### config.mk
export PLATFORM = sky130hd
export DESIGN_NAME = gb_cpu_alu16_sequencer
export DESIGN_NICKNAME = d
export VERILOG_FILES = /design/src/rtl/gb_cpu_common_pkg.sv /design/src/rtl/gb_cpu_alu16_sequencer.sv
export SDC_FILE = /design/constraint.sdc
export NUM_CORES = 1
export LEC_CHECK = 0
export CAP_MARGIN = 30
export CORE_MARGIN = 5
export CORE_UTILIZATION = 50
export CTS_CLUSTER_DIAMETER = 30
export DETAILED_ROUTE_END_ITERATION = 12
export PLACE_DENSITY_LB_ADDON = 0.25
export SKIP_LAST_GASP = 1
export SYNTH_ARGS = -nofsm -noshare
export SYNTH_HDL_FRONTEND = slang
export SYNTH_SLANG_ARGS = --single-unit
### constraint.sdc
create_clock -name clk -period 3.8 [get_ports clk]
set_clock_uncertainty 0.2 [all_clocks]
set_input_delay 0.76 -clock clk [delete_from_list [all_inputs] [get_ports clk]]
set_output_delay 0.76 -clock clk [all_outputs]
set_load 0.02 [all_outputs]
### src/rtl/gb_cpu_common_pkg.sv
// Shared CPU types: ALU port encoding plus the 16-bit sequencer op/state enums.
package gb_cpu_common_pkg;

  // Flag bit positions inside a {Z,N,H,C} nibble
  localparam int unsigned FLAG_Z = 3;
  localparam int unsigned FLAG_N = 2;
  localparam int unsigned FLAG_H = 1;
  localparam int unsigned FLAG_C = 0;

  typedef enum logic [3:0] {
    ADD = 4'h0,
    ADC = 4'h1,
    SUB = 4'h2,
    SBC = 4'h3
  } alu_opcode_t;

  typedef struct packed {
    logic [7:0]  operand_a;
    logic [7:0]  operand_b;
    alu_opcode_t opcode;
  } alu_instruction_t;

  typedef enum logic [1:0] {
    ADD16     = 2'd0,
    INC16     = 2'd1,
    DEC16     = 2'd2,
    ADD_SP_E8 = 2'd3
  } alu16_op_t;

  typedef enum logic [1:0] {
    IDLE = 2'd0,
    LO   = 2'd1,
    HI   = 2'd2,
    DONE = 2'd3
  } alu16_state_t;

endpackage

### src/rtl/gb_cpu_alu16_sequencer.sv
// 16-bit arithmetic micro-op sequencer: two byte passes on the shared 8-bit ALU,
// carry chained from the low pass into the high pass.
// Optional: GB_CPU_IDU_BYPASS_EN routes INC16/DEC16 through an internal incrementer.
module gb_cpu_alu16_sequencer
  import gb_cpu_common_pkg::*;
#(
  parameter int unsigned ALU_LAT = 1
) (
  input  logic             clk,
  input  logic             reset,
  input  logic             req_valid,
  output logic             req_ready,
  input  alu16_op_t        req_op,
  input  logic [15:0]      req_a,
  input  logic [15:0]      req_b,
  input  logic [3:0]       req_flags,
  output logic             resp_valid,
  input  logic             resp_ready,
  output logic [15:0]      resp_result,
  output logic [3:0]       resp_flags,
  output logic             resp_flag_we,
  output logic             alu_req,
  input  logic             alu_gnt,
  output alu_instruction_t alu_instr,
  output logic             alu_carry_in,
  input  logic [7:0]       alu_result,
  input  logic [3:0]       alu_flags
);

  alu16_state_t state_q, state_d;
  alu16_op_t    op_q, op_d;
  logic [15:0]  a_q, a_d, b_q, b_d;
  logic [3:0]   flags_q, flags_d;
  logic [7:0]   lo_q, lo_d;
  logic         c_lo_q, c_lo_d, h_lo_q, h_lo_d;
  logic [15:0]  result_q, result_d;
  logic [3:0]   rflags_q, rflags_d;
  logic         we_q, we_d;
  logic         in_pass, pass_done;
  logic [7:0]   hi_b;

  // Only H and C of the ALU flags feed the 16-bit result
  logic unused_alu_zn;
  assign unused_alu_zn = alu_flags[FLAG_Z] ^ alu_flags[FLAG_N];

  assign in_pass = (state_q == LO) || (state_q == HI);

  if (ALU_LAT > 1) begin : g_wait
    localparam int unsigned CntW = $clog2(ALU_LAT);
    logic [CntW-1:0] cnt_q, cnt_d;

    // Count from the issuing grant; later grant changes do not matter
    always_comb begin
      cnt_d = cnt_q;
      if (in_pass) begin
        if (cnt_q == '0) begin
          if (alu_gnt) cnt_d = CntW'(1);
        end else if (cnt_q == CntW'(ALU_LAT - 1)) begin
          cnt_d = '0;
        end else begin
          cnt_d = cnt_q + 1'b1;
        end
      end
    end

    // Pass-wait counter register
    always_ff @(posedge clk or posedge reset) begin
      if (reset) cnt_q <= '0;
      else       cnt_q <= cnt_d;
    end

    assign pass_done = in_pass && (cnt_q == CntW'(ALU_LAT - 1));
  end else begin : g_no_wait
    // Combinational ALU: result is sampled on the granting edge
    assign pass_done = in_pass && alu_gnt;
  end

  // High-byte operand B: sign extension for e8, zero for INC/DEC carry propagation
  always_comb begin
    unique case (op_q)
      ADD16:     hi_b = b_q[15:8];
      ADD_SP_E8: hi_b = {8{b_q[7]}};
      default:   hi_b = 8'h00;
    endcase
  end

  // Next-state, datapath capture and handshake/ALU outputs
  always_comb begin
    state_d      = state_q;
    op_d         = op_q;
    a_d          = a_q;
    b_d          = b_q;
    flags_d      = flags_q;
    lo_d         = lo_q;
    c_lo_d       = c_lo_q;
    h_lo_d       = h_lo_q;
    result_d     = result_q;
    rflags_d     = rflags_q;
    we_d         = we_q;
    req_ready    = 1'b0;
    resp_valid   = 1'b0;
    alu_req      = 1'b0;
    alu_instr    = '0;
    alu_carry_in = 1'b0;
    unique case (state_q)
      IDLE: begin
        req_ready = 1'b1;
        if (req_valid) begin
          op_d    = req_op;
          a_d     = req_a;
          b_d     = req_b;
          flags_d = req_flags;
          state_d = LO;
`ifdef GB_CPU_IDU_BYPASS_EN
          if (req_op == INC16 || req_op == DEC16) begin
            result_d = (req_op == INC16) ? req_a + 16'd1 : req_a - 16'd1;
            rflags_d = req_flags;
            we_d     = 1'b0;
            state_d  = DONE;
          end
`endif
        end
      end
      LO: begin
        alu_req             = 1'b1;
        alu_instr.operand_a = a_q[7:0];
        alu_instr.operand_b = (op_q == INC16 || op_q == DEC16) ? 8'h01 : b_q[7:0];
        alu_instr.opcode    = (op_q == DEC16) ? SUB : ADD;
        if (pass_done) begin
          lo_d    = alu_result;
          c_lo_d  = alu_flags[FLAG_C];
          h_lo_d  = alu_flags[FLAG_H];
          state_d = HI;
        end
      end
      HI: begin
        alu_req             = 1'b1;
        alu_instr.operand_a = a_q[15:8];
        alu_instr.operand_b = hi_b;
        alu_instr.opcode    = (op_q == DEC16) ? SUB : ADD;
        alu_carry_in        = c_lo_q;
        if (pass_done) begin
          result_d = {alu_result, lo_q};
          state_d  = DONE;
          unique case (op_q)
            ADD16: begin
              rflags_d         = '0;
              rflags_d[FLAG_Z] = flags_q[FLAG_Z];
              rflags_d[FLAG_H] = alu_flags[FLAG_H];
              rflags_d[FLAG_C] = alu_flags[FLAG_C];
              we_d             = 1'b1;
            end
            ADD_SP_E8: begin
              // SP+e8 flags come from the low byte only
              rflags_d         = '0;
              rflags_d[FLAG_H] = h_lo_q;
              rflags_d[FLAG_C] = c_lo_q;
              we_d             = 1'b1;
            end
            default: begin
              rflags_d = flags_q;
              we_d     = 1'b0;
            end
          endcase
        end
      end
      DONE: begin
        resp_valid = 1'b1;
        if (resp_ready) state_d = IDLE;
      end
      default: state_d = IDLE;
    endcase
  end

  // State and datapath registers
  always_ff @(posedge clk or posedge reset) begin
    if (reset) begin
      state_q  <= IDLE;
      op_q     <= ADD16;
      a_q      <= '0;
      b_q      <= '0;
      flags_q  <= '0;
      lo_q     <= '0;
      c_lo_q   <= 1'b0;
      h_lo_q   <= 1'b0;
      result_q <= '0;
      rflags_q <= '0;
      we_q     <= 1'b0;
    end else begin
      state_q  <= state_d;
      op_q     <= op_d;
      a_q      <= a_d;
      b_q      <= b_d;
      flags_q  <= flags_d;
      lo_q     <= lo_d;
      c_lo_q   <= c_lo_d;
      h_lo_q   <= h_lo_d;
      result_q <= result_d;
      rflags_q <= rflags_d;
      we_q     <= we_d;
    end
  end

  assign resp_result  = result_q;
  assign resp_flags   = rflags_q;
  assign resp_flag_we = we_q;

endmodule

### Word-level counts from Yosys, hierarchy flattened

Index checks and enable logic that the tools add are counted.

| cells by class | value |
|---|---|
| multiplexer cells | 15 |
| eq/ne operators | 10 |
| reduce and logical (&&, ||, !) cells | 11 |

Operators with widths:

| operator | count |
|---|---|
| one-hot mux 20 bit (2 select lines) | 1 |
| one-hot mux 8 bit (2 select lines) | 1 |
| 2-to-1 mux 2 bit | 5 |
| == test 2 bit, second input constant | 4 |
| 2-to-1 mux 8 bit | 1 |
| != test 2 bit, second input constant | 4 |
| one-hot mux 2 bit (4 select lines) | 1 |
| one-hot mux 4 bit (2 select lines) | 1 |
| AND reduction 2 bit | 3 |
| 2-to-1 mux 1 bit | 5 |
| == test 2 x 1 -> 1 bit, second input constant | 2 |
| logical NOT 2 bit | 2 |
| AND reduction 4 bit | 1 |
| OR reduction 2 bit | 2 |
| logical OR 1 bit | 2 |
| logical AND 1 bit | 1 |

| word-level totals | value |
|---|---|
| output and inout bits | 45 |
| bits in registers | 71 |
| logic and storage cells | 47 |
| input port bits | 55 |

### Longest topological paths before layout

| logic depth | value |
|---|---|
| word-level depth | 5 |
| gate-level depth with buffers | 7 |
| gate-level depth less buffers | 6 |

### Worst setup path before layout

No wires, ideal clock.

| timing path | value |
|---|---|
| kind | reg-to-output |
| from | register op_q[0] |
| to | output alu_instr[4] (netlist name) |
| data arrival time | 1.557 ns |
| buffers on the path | 1 |
| required time | 2.840 ns |
| path slack | 1.283 ns |
| cell stages (with the launch flop) | 6 |
| path through | dfrtp_1 inv_1 ha_1 clkbuf_1 or3b_1 a21boi_1 |

RTL lines:

| element | line | text |
|---|---|---|
| from (decl) | gb_cpu_alu16_sequencer.sv:31 | `alu16_op_t op_q, op_d;` |
| from (signal assigned) | gb_cpu_alu16_sequencer.sv:191 | `op_q <= op_d;` |
| to (decl) | gb_cpu_alu16_sequencer.sv:24 | `output alu_instruction_t alu_instr,` |

==> flow_summary.yaml <==
route:
  drtAntennaViolNets: 0
  drc_errors: 0
  post_drt_wl_per_cell_um: 16.3
  vias: 2169
  first_pass_iters: 4
  routed_via_density: 5.19
  wl_um: 6820
  drt_iter0_drc: 48
placement:
  gp_congestion: 0.716
  portBuffers: 94
  hpwl_um: 4800
critical_path:
  arrival_ps: 2510
  cp-startpoint: "op_q[1]$_DFFE_PP0P_"
  critPathKind: "flop to primary output"
  critPathRequiredTime_ps: 2840
  worst_path_largest_cell_delay_ps: 630
  critPathCaptureType: "primary output"
  cp-start-kind: "flop"
  r2r-start: "state_q[0]$_DFFE_PP0P_"
  path_max_fanout: 8
  crit_path_cell_trace: "ha_1, and2_1, a21oi_2, or3b_1, a21boi_1, clkdlybuf4s50_1"
  crit_slowest_cell: "clkdlybuf4s50_1"
global_routing:
  gr-total-overflow: 0
  track_usage: 0.172
  antenna_found_initial: 0
  grt_max_degree: 39
  grt_pass1_vias: 2352
  grt_pass1_wl_um: 11300
logic_synthesis:
  synth-seq-cells: 71
  synth_area_um2: 3180
  syn-instance-count: 241
  ys_seq_area_frac: 0.559
  yosysWarnings: 0
  synth.avg_cell_area_um2: 13.2
  synth.distinct_cells: 29
floorplanning:
  die_width_um: 89.7
  design.core.area_um2: 6280
  io_pins: 100
  start_util: 0.506
  die_y_um: 89.7
  row_count: 29
  die_area_um2: 8050
cts:
  cts_max_level: 3
  cts_buffers: 9
  cts_hold_buf: 0
  cts_buffer_depth: 2
  root_buffer: "clkbuf_8"
  cts_resized: 0
  cts_tree: "built"
  clock_latency_ps: 330
  clk_pin_slew_ps: 70
  postCtsSetupRepairBufs: 0
  cts.sink_count: 71
timing:
  fin_crit_sh: 0.914
  clock.fmax_mhz: 288
  report.final.slew_viol_count: 0
  finalSetupTns_ps: 0
  rsz0062_at_grt: "no"
  hold_viol_final: 0
  setup_viol: 0
  fin_crit_ps: 3470
  worst_slew_pin_slew_ps: 908
  relSlewSlack: 0.392
run:
  cap_violations: 0
layout:
  fillers: 472
  nNetsFinal: 398
  areaGrowthSynthToFinish_pct: 38.2
  final_cell_mix: "94 x clkdlybuf4s50_1, 71 x dfrtp_1, 40 x mux2_1, 24 x mux2_2, 17 x a22oi_1"
  regArea_um2: 1780
  drive_gt1_frac: 0.141
  num_antenna_cells: 0
  multiInputGateArea_um2: 1280
  final_common_cell: "clkdlybuf4s50_1"
pwr:
  irDropWorstVdd_mv: 0.487
  power.leakage_nw: 1.91
  p_total_mw: 3.89
  p_per_area_nw_per_um2: 886
min_path:
  hold_path_class: "flop to flop"
  hold_path.startpoint: "lo_q[6]$_DFFE_PP0P_"
run_status:
  outcome: "finished, final reports clean"
[cell usage after synthesis (all sizes together)]
cell | n | share of area
a21boi | 1 | 0.0024
a21o | 7 | 0.017
a21oi | 3 | 0.0059
a22oi | 17 | 0.040
and2 | 2 | 0.0039
and3 | 1 | 0.0020
buf | 14 | 0.030
clkbuf | 3 | 0.0035
conb | 1 | 0.0012
dfrtp | 71 | 0.56
ha | 7 | 0.028
inv | 5 | 0.0059
mux2 | 64 | 0.23
nand2 | 11 | 0.014
nand2b | 3 | 0.0059
nand3 | 1 | 0.0031
nor2 | 9 | 0.011
nor2b | 9 | 0.018
o211a | 1 | 0.0031
o21ai | 8 | 0.013
o22ai | 1 | 0.0020
o32a | 1 | 0.0031
or3b | 1 | 0.0028
[sequential cells by signal, summed over array words and instances, names as in the netlist]
name,count
c_lo_q,1
op_q,2
lo_q,8
resp_flag_we,1
resp_flags,4
a_q,16
state_q,2
b_q,16
resp_result,16
flags_q,4
h_lo_q,1
[power breakdown]
group,internal (mW),switching (mW),total (mW),leakage [nW]
logic,0.953,0.913,1.87,0.953
clock network,0.406,0.270,0.675,0.114
registers,1.14,0.204,1.35,0.848
[critical path, delay by kind of cell, from the launching register on]
kind	cells	cell delay [ps]
AND/OR/NAND/NOR	2	720
AO/OA/AOI/OAI	2	210
buffers and inverters	1	630
adder cells (fa/ha/maj)	1	240
flip-flops	1	390
[cell type report]
type	instances	share of cell area
inverters	5	0.00427
multi-input cells	150	0.293
clock inverters	3	0.0148
repair buffers	99	0.226
flip-flops and latches	71	0.405
clock buffers	13	0.0362
well taps	77	0.0219
[per-stage QoR]
stage	area (um2)	utilization	cells	hold WS [ps]	setup slack, ps
floorplan	3190	-	243	254	1040
global placement	4170	0.664	402	258	696
detailed placement	4170	0.664	402	269	662
CTS	4390	0.700	418	287	294
global route	4390	0.700	418	301	195
finish	4390	0.700	418	285	328
[routing by layer]
metal	share of wire	global-route usage	vias up
met5	0	0	-
met4	0.011	0.0680	0
met3	0.067	0.0526	8
met2	0.49	0.277	69
met1	0.43	0.215	1065
li1	-	-	1027
[cell families (layout without fill, tap and decap cells)]
| logic type | Yosys count | after routing | share of synthesized area |
|---|---|---|---|
| buf+inv | 22 | 120 | 0.0398 |
| flops | 71 | 71 | 0.559 |
| simple gates | 37 | 37 | 0.0598 |
| fa+ha+maj | 7 | 7 | 0.0276 |
| mux | 64 | 64 | 0.227 |
| other cells | 1 | 3 | 0.00118 |
| compound gates | 39 | 39 | 0.0858 |
[final timing paths]
check / end / slack [ps] / cells past startpoint
hold / removal: resp_result[6]$_DFFE_PP0P_ / 290 / 1
max in group asynchronous: lo_q[7]$_DFFE_PP0P_ / 2060 / 3
setup reg to reg: resp_result[4]$_DFFE_PP0P_ / 1490 / 5
setup / recovery: alu_instr[4] / 330 / 6
hold reg to reg: resp_result[6]$_DFFE_PP0P_ / 290 / 1
min in group asynchronous: resp_flags[2]$_DFFE_PP0P_ / 670 / 2
Note: power is estimated with default switching activity, not from simulation.
